--- src/rtl/inst_loader_pkg.sv ---
// Shared definitions for the instruction loader: FSM state encoding and framing constants.
package inst_loader_pkg;

    typedef enum logic [2:0] {
        StIdle  = 3'd0,
        StLoad  = 3'd1,
        StWrite = 3'd2,
        StDone  = 3'd3,
        StErr   = 3'd4
    } state_e;

    localparam logic [31:0] HALT_WORD_DEFAULT = 32'hFFFF_FFFF;
    localparam int unsigned BYTES_PER_WORD    = 4;

endpackage

--- src/rtl/inst_loader_byte_assembler.sv ---
// Shifts received bytes MSB-first into a 32-bit word and flags the cycle after the 4th byte.
module inst_loader_byte_assembler
    import inst_loader_pkg::*;
(
    input  logic        clk,
    input  logic        reset,
    input  logic        clear,
    input  logic [7:0]  rx_data,
    input  logic        rx_done,
    output logic [31:0] word,
    output logic        word_ready,
    output logic        last_byte
);

    logic [1:0]  cnt_q;
    logic [31:0] word_q;
    logic        ready_q;

    // High while the next accepted byte completes the word.
    assign last_byte = (cnt_q == 2'(BYTES_PER_WORD - 1));

    always_ff @(posedge clk or posedge reset) begin
        if (reset) begin
            cnt_q   <= 2'd0;
            word_q  <= 32'd0;
            ready_q <= 1'b0;
        end else if (clear) begin
            cnt_q   <= 2'd0;
            word_q  <= 32'd0;
            ready_q <= 1'b0;
        end else begin
            ready_q <= rx_done && last_byte;
            if (rx_done) begin
                word_q <= {word_q[23:0], rx_data};
                cnt_q  <= cnt_q + 2'd1;
            end
        end
    end

    assign word       = word_q;
    assign word_ready = ready_q;

endmodule

--- src/rtl/inst_loader.sv ---
// Loads a UART byte stream into instruction memory while holding the CPU, then restarts the PC.
module inst_loader
    import inst_loader_pkg::*;
#(
    parameter int unsigned ADDR_BITS  = 32,
    parameter int unsigned DATA_WIDTH = 32,
    parameter int unsigned MEM_DEPTH  = 256,
    parameter logic [31:0] HALT_WORD  = HALT_WORD_DEFAULT
) (
    input  logic                  clk,
    input  logic                  reset,
    input  logic                  start,
    input  logic [7:0]            rx_data,
    input  logic                  rx_done,
    output logic                  wr_en,
    output logic [ADDR_BITS-1:0]  wr_addr,
    output logic [DATA_WIDTH-1:0] wr_data,
    output logic                  cpu_hold,
    output logic                  pc_reset_out,
    output logic                  load_done,
    output logic                  overflow_err,
    output logic [ADDR_BITS-1:0]  word_count
);

    localparam int unsigned AW = (MEM_DEPTH > 1) ? $clog2(MEM_DEPTH) : 1;

    state_e               state_q, state_d;
    logic [AW-1:0]        addr_q;
    logic [ADDR_BITS-1:0] count_q;
    logic                 cpu_hold_q;
    logic                 pc_reset_q;
    logic                 load_done_q;
    logic                 overflow_q;

    logic                 start_load;
    logic                 asm_rx_done;
    logic                 last_byte;
    logic                 word_ready;
    logic [31:0]          word;

    assign start_load  = start && ((state_q == StIdle) || (state_q == StErr));
    // Bytes arriving during WRITE start the next word, so none are dropped.
    assign asm_rx_done = rx_done && ((state_q == StLoad) || (state_q == StWrite));

    inst_loader_byte_assembler u_asm (
        .clk        (clk),
        .reset      (reset),
        .clear      (start_load),
        .rx_data    (rx_data),
        .rx_done    (asm_rx_done),
        .word       (word),
        .word_ready (word_ready),
        .last_byte  (last_byte)
    );

    always_comb begin
        state_d = state_q;
        unique case (state_q)
            StIdle, StErr: begin
                if (start) state_d = StLoad;
            end
            StLoad: begin
                if (asm_rx_done && last_byte) state_d = StWrite;
            end
            StWrite: begin
                if (word == HALT_WORD) begin
                    state_d = StDone;
                end else if (addr_q == AW'(MEM_DEPTH - 1)) begin
                    state_d = StErr;
                end else begin
                    state_d = StLoad;
                end
            end
            StDone:  state_d = StIdle;
            default: state_d = StIdle;
        endcase
    end

    always_ff @(posedge clk or posedge reset) begin
        if (reset) begin
            state_q     <= StIdle;
            addr_q      <= '0;
            count_q     <= '0;
            cpu_hold_q  <= 1'b0;
            pc_reset_q  <= 1'b0;
            load_done_q <= 1'b0;
            overflow_q  <= 1'b0;
        end else begin
            state_q    <= state_d;
            cpu_hold_q <= (state_d != StIdle);
            pc_reset_q <= (state_d == StDone);
            if (start_load) begin
                addr_q      <= '0;
                count_q     <= '0;
                load_done_q <= 1'b0;
                overflow_q  <= 1'b0;
            end else begin
                if (state_q == StWrite) begin
                    addr_q  <= addr_q + AW'(1);
                    count_q <= count_q + ADDR_BITS'(1);
                end
                if (state_q == StDone) load_done_q <= 1'b1;
                if (state_d == StErr)  overflow_q  <= 1'b1;
            end
        end
    end

    // word_ready is a registered pulse that coincides exactly with the WRITE cycle.
    assign wr_en        = word_ready;
    assign wr_addr      = ADDR_BITS'(addr_q);
    assign wr_data      = word;
    assign cpu_hold     = cpu_hold_q;
    assign pc_reset_out = pc_reset_q;
    assign load_done    = load_done_q;
    assign overflow_err = overflow_q;
    assign word_count   = count_q;

endmodule

--- config.mk ---
export PLATFORM = sky130hd
export DESIGN_NAME = inst_loader
export DESIGN_NICKNAME = d
export VERILOG_FILES = /design/src/rtl/inst_loader_pkg.sv /design/src/rtl/inst_loader_byte_assembler.sv /design/src/rtl/inst_loader.sv
export SDC_FILE = /design/constraint.sdc
export NUM_CORES = 1
export LEC_CHECK = 0
export BUFFER_PORTS_ARGS = -buffer_cell sky130_fd_sc_hd__buf_2
export CORE_ASPECT_RATIO = 0.9
export CORE_MARGIN = 4
export CORE_UTILIZATION = 35
export DETAILED_ROUTE_END_ITERATION = 10
export GPL_TIMING_DRIVEN = 0
export HOLD_SLACK_MARGIN = 0.1
export PLACE_DENSITY = 0.59
export SLEW_MARGIN = 25
export SYNTH_ARGS = -nofsm -noshare
export SYNTH_HDL_FRONTEND = slang
export SYNTH_SLANG_ARGS = --single-unit
--- constraint.sdc ---
create_clock -name clk -period 3.7 [get_ports clk]
set_clock_uncertainty 0.1 [all_clocks]
set_input_delay 0.555 -clock clk [delete_from_list [all_inputs] [get_ports clk]]
set_output_delay 0.555 -clock clk [all_outputs]
set_load 0.03 [all_outputs]
==> impl_metrics.sql <==
INSERT INTO impl_metrics (metric_group, metric, value, unit) VALUES
('detailed_routing', 'via_per_inst', '4.90', ''),
('global_routing', 'vias_in_the_first_global_route', '3356', ''),
('detailed_routing', 'detail_route.drc_violations', '0', ''),
('yosys', 'synth_top_cell_by_area', 'dfrtp_1', ''),
('critical_path', 'worstSetupPathType', 'flip-flop to flip-flop', ''),
('critical_path', 'critPathRequiredTime', '3800', 'ps'),
('sta', 'final-hold-violation-count', '0', ''),
('sta', 'final_setup_violations', '0', ''),
('yosys', 'syn-cell-area', '4040', 'sq um'),
('floorplanning', 'starting_density_of_the_core', '36.6', '%'),
('detailed_routing', 'number_of_optimization_iterations_in_the_first_detailed_route_pass', '4', ''),
('cts', 'cts.repair.resized', '0', ''),
('flow_run', 'cap_violations', '0', ''),
('cts', 'cts.path.max_buffers', '2', ''),
('hold_path', 'hold_path_class', 'primary input to asynchronous set/reset pin', ''),
('yosys', 'yosys.cell_types.count', '42', ''),
('critical_path', 'worst_setup_path_startpoint', 'state_q[0]', ''),
('cts', 'post_cts_buffers', '0', ''),
('yosys', 'share_of_flip_flops_with_an_asynchronous_set_or_reset', '100', '%'),
('placement', 'dpl_worst_slack', '1110', 'ps'),
('critical_path', 'crit_path_max_fanout', '10', ''),
('cts', 'h_tree_levels', '3', ''),
('yosys', 'yosys.cell_count.top_type', 'nand2_1', ''),
('sta', 'finalWorstPathRequiredPeriod', '2560', 'ps'),
('cts', 'clkSlewWorstSetupHoldPaths', '60', 'ps'),
('final_layout', 'antennaDiodeCount', '0', ''),
('placement', 'place_congestion', '0.819', ''),
('yosys', 'ys_seq_elements', '82', ''),
('critical_path', 'crit_arrival', '2660', 'ps'),
('sta', 'period_share', '69.1', '%'),
('floorplanning', 'num_rows', '36', ''),
('cts', 'tritoncts_num_sinks', '82', ''),
('global_routing', 'antenna_found_initial', '0', ''),
('power_and_ir_drop', 'irDropWorstVdd', '248', 'uV'),
('yosys', 'post_syn_instances', '430', ''),
('yosys', 'netlist.area_leader.share', '50.8', '%'),
('final_layout', 'nFillCells', '1094', ''),
('global_routing', 'groute.usage.overall', '16.2', '%'),
('floorplanning', 'num_io_pins', '113', ''),
('global_routing', 'maximum_number_of_pins_on_one_net_before_global_route_repair', '54', ''),
('global_routing', 'overflow', '0', ''),
('detailed_routing', 'drt-initial-drc-count', '222', ''),
('power_and_ir_drop', 'total_power_divided_by_cell_area', '619', 'nW/um^2'),
('yosys', 'syn_area_per_cell', '9.39', 'sq um'),
('final_layout', 'nets', '568', ''),
('sta', 'timing_worst_slew_pin_value', '759', 'ps'),
('final_layout', 'area_growth_syn_to_layout', '26.8', '%'),
('status', 'outcome', 'finished, final reports clean', ''),
('critical_path', 'critPathLaunchType', 'flip-flop', ''),
('detailed_routing', 'antenna_violating_nets_post_route', '0', ''),
('sta', 'fin_setup_tns', '0', 'ps'),
('detailed_routing', 'routed_length_per_placed_instance', '15.0', 'microns'),
('yosys', 'synth.yosys.seq_area_share', '50.8', '%'),
('detailed_routing', 'drt_wl_total', '10.6', 'mm'),
('yosys', 'synth_top_flop_cell', 'dfrtp_1', ''),
('critical_path', 'rrSetupSlack', '1140', 'ps'),
('sta', 'maxSlewViolCount', '0', ''),
('cts', 'cts.hold.buffers_added', '0', ''),
('sta', 'fmaxAchievable', '391', 'MHz'),
('sta', 'rsz0062_at_grt', 'false', ''),
('sta', 'relSlewSlack', '48.9', '%'),
('yosys', 'yosys-top-cells-area', 'dfrtp_1 (51%), nand2_1 (7.9%), a21oi_1 (6.4%), buf_4 (4.5%), nand4_1 (3.4%)', ''),
('critical_path', 'setup.worst_path.end_class', 'flip-flop', ''),
('cts', 'clock_insertion_delay_worst_skew', '330', 'ps'),
('floorplanning', 'die_x', '121', 'microns'),
('power_and_ir_drop', 'leakage', '2.47', 'nW'),
('sta', 'worst_slack', '1140', 'ps'),
('final_layout', 'final_layout_size_suffix_gt1_share', '24.2', '%'),
('yosys', 'synth_common_cells', 'nand2_1 (85), dfrtp_1 (82), a21oi_1 (52), buf_4 (24), nand4_1 (22)', ''),
('placement', 'io_buffer_count', '88', ''),
('cts', 'tritoncts.num_buffers', '9', '');
-- where the power goes --
part	leakage (nW)	total [mW]	switching, mW	internal [mW]
sequential	1.10	1.23	0.174	1.06
clock	0.160	0.999	0.341	0.658
combinational	1.21	0.938	0.664	0.274
-- layout make-up --
class,count,area [sq um],share of cell area [%]
Clock buffer,11,233,4.55
Sequential cell,82,2050,40.1
Timing Repair Buffer,89,468,9.14
Tap cell,152,190,3.72
Multi-Input combinational cell,316,1760,34.5
Buffer,48,280,5.48
Inverter,7,28.8,0.562
Clock inverter,5,103,2.00
-- critical path: stages, from the launching register on --
cell and delay, ps:
dfrtp_1 370, buf_2 180, nor4bb_1 290, clkbuf_1 330
nand3_1 300, clkbuf_1 340, o311ai_0 390, o41ai_1 130
-- per-stage QoR --
| stage | area [sq um] | power, mW | instances |
|---|---|---|---|
| after detailed placement | 4780 | 2.19 | 694 |
| after CTS | 5120 | 3.20 | 710 |
| after global routing | 5120 | 3.34 | 710 |
| after global placement | 4750 | 2.17 | 693 |
| after floorplan | 4120 | 1.88 | 453 |
| final | 5120 | 3.17 | 710 |
-- path summary, 6_finish.rpt --
path                                  end  depth (start not counted)
max                        word_count[15]                          7
min                        word_count[13]                          2
max reg2reg                word_count[15]                          7
min reg2reg                word_count[28]                          1
max in group asynchronous       addr_q[6]                          3
min in group clk            u_asm.word[5]                          3
-- routing by layer --
| layer | vias to the layer above | share of wire, % | track usage [%] |
|---|---|---|---|
| met5 | - | 0 | 0 |
| met4 | 0 | 1.5 | 5.68 |
| met3 | 13 | 5.2 | 3.29 |
| met2 | 92 | 45 | 25.1 |
| met1 | 1662 | 48 | 22.9 |
| li1 | 1714 | - | - |
-- registers in the layout (all words and copies together) (netlist names) --
signal,cells
u_asm.word,32
word_count,32
addr_q,8
state_q,3
u_asm.cnt_q,2
cpu_hold,1
load_done,1
overflow_err,1
pc_reset_out,1
u_asm.word_ready,1
-- cell families (layout without fill, tap and decap cells) --
logic type	Yosys count	after routing	synth area share, %
buf+inv	55	160	7.59
simple gates	186	186	23.7
flops	82	82	50.8
mux	6	6	1.49
fa+ha+maj	4	4	1.18
other cells	1	24	0.0929
xor+xnor	20	20	4.34
compound gates	76	76	10.8
-- layout by cell type, fill, tap and decap left out, types with 5 or more instances in the layout --
cell type | netlist | routed
nor4_1 | 6 | 6
and3_1 | 7 | 7
inv_1 | 7 | 6
clkbuf_1 | 17 | 19
a21oi_1 | 52 | 52
buf_4 | 24 | 24
clkbuf_16 | 0 | 9
dfrtp_1 | 82 | 82
or4_1 | 11 | 11
nand2_1 | 85 | 85
xnor2_1 | 8 | 8
o21ai_0 | 5 | 5
nor2_1 | 20 | 20
buf_2 | 2 | 90
nand3_1 | 9 | 9
o31ai_1 | 11 | 11
conb_1 | 1 | 24
nor3_1 | 7 | 7
nand4_1 | 22 | 22
mux2i_1 | 6 | 6
xor2_1 | 12 | 12
Note: power is estimated with default switching activity, not from simulation.
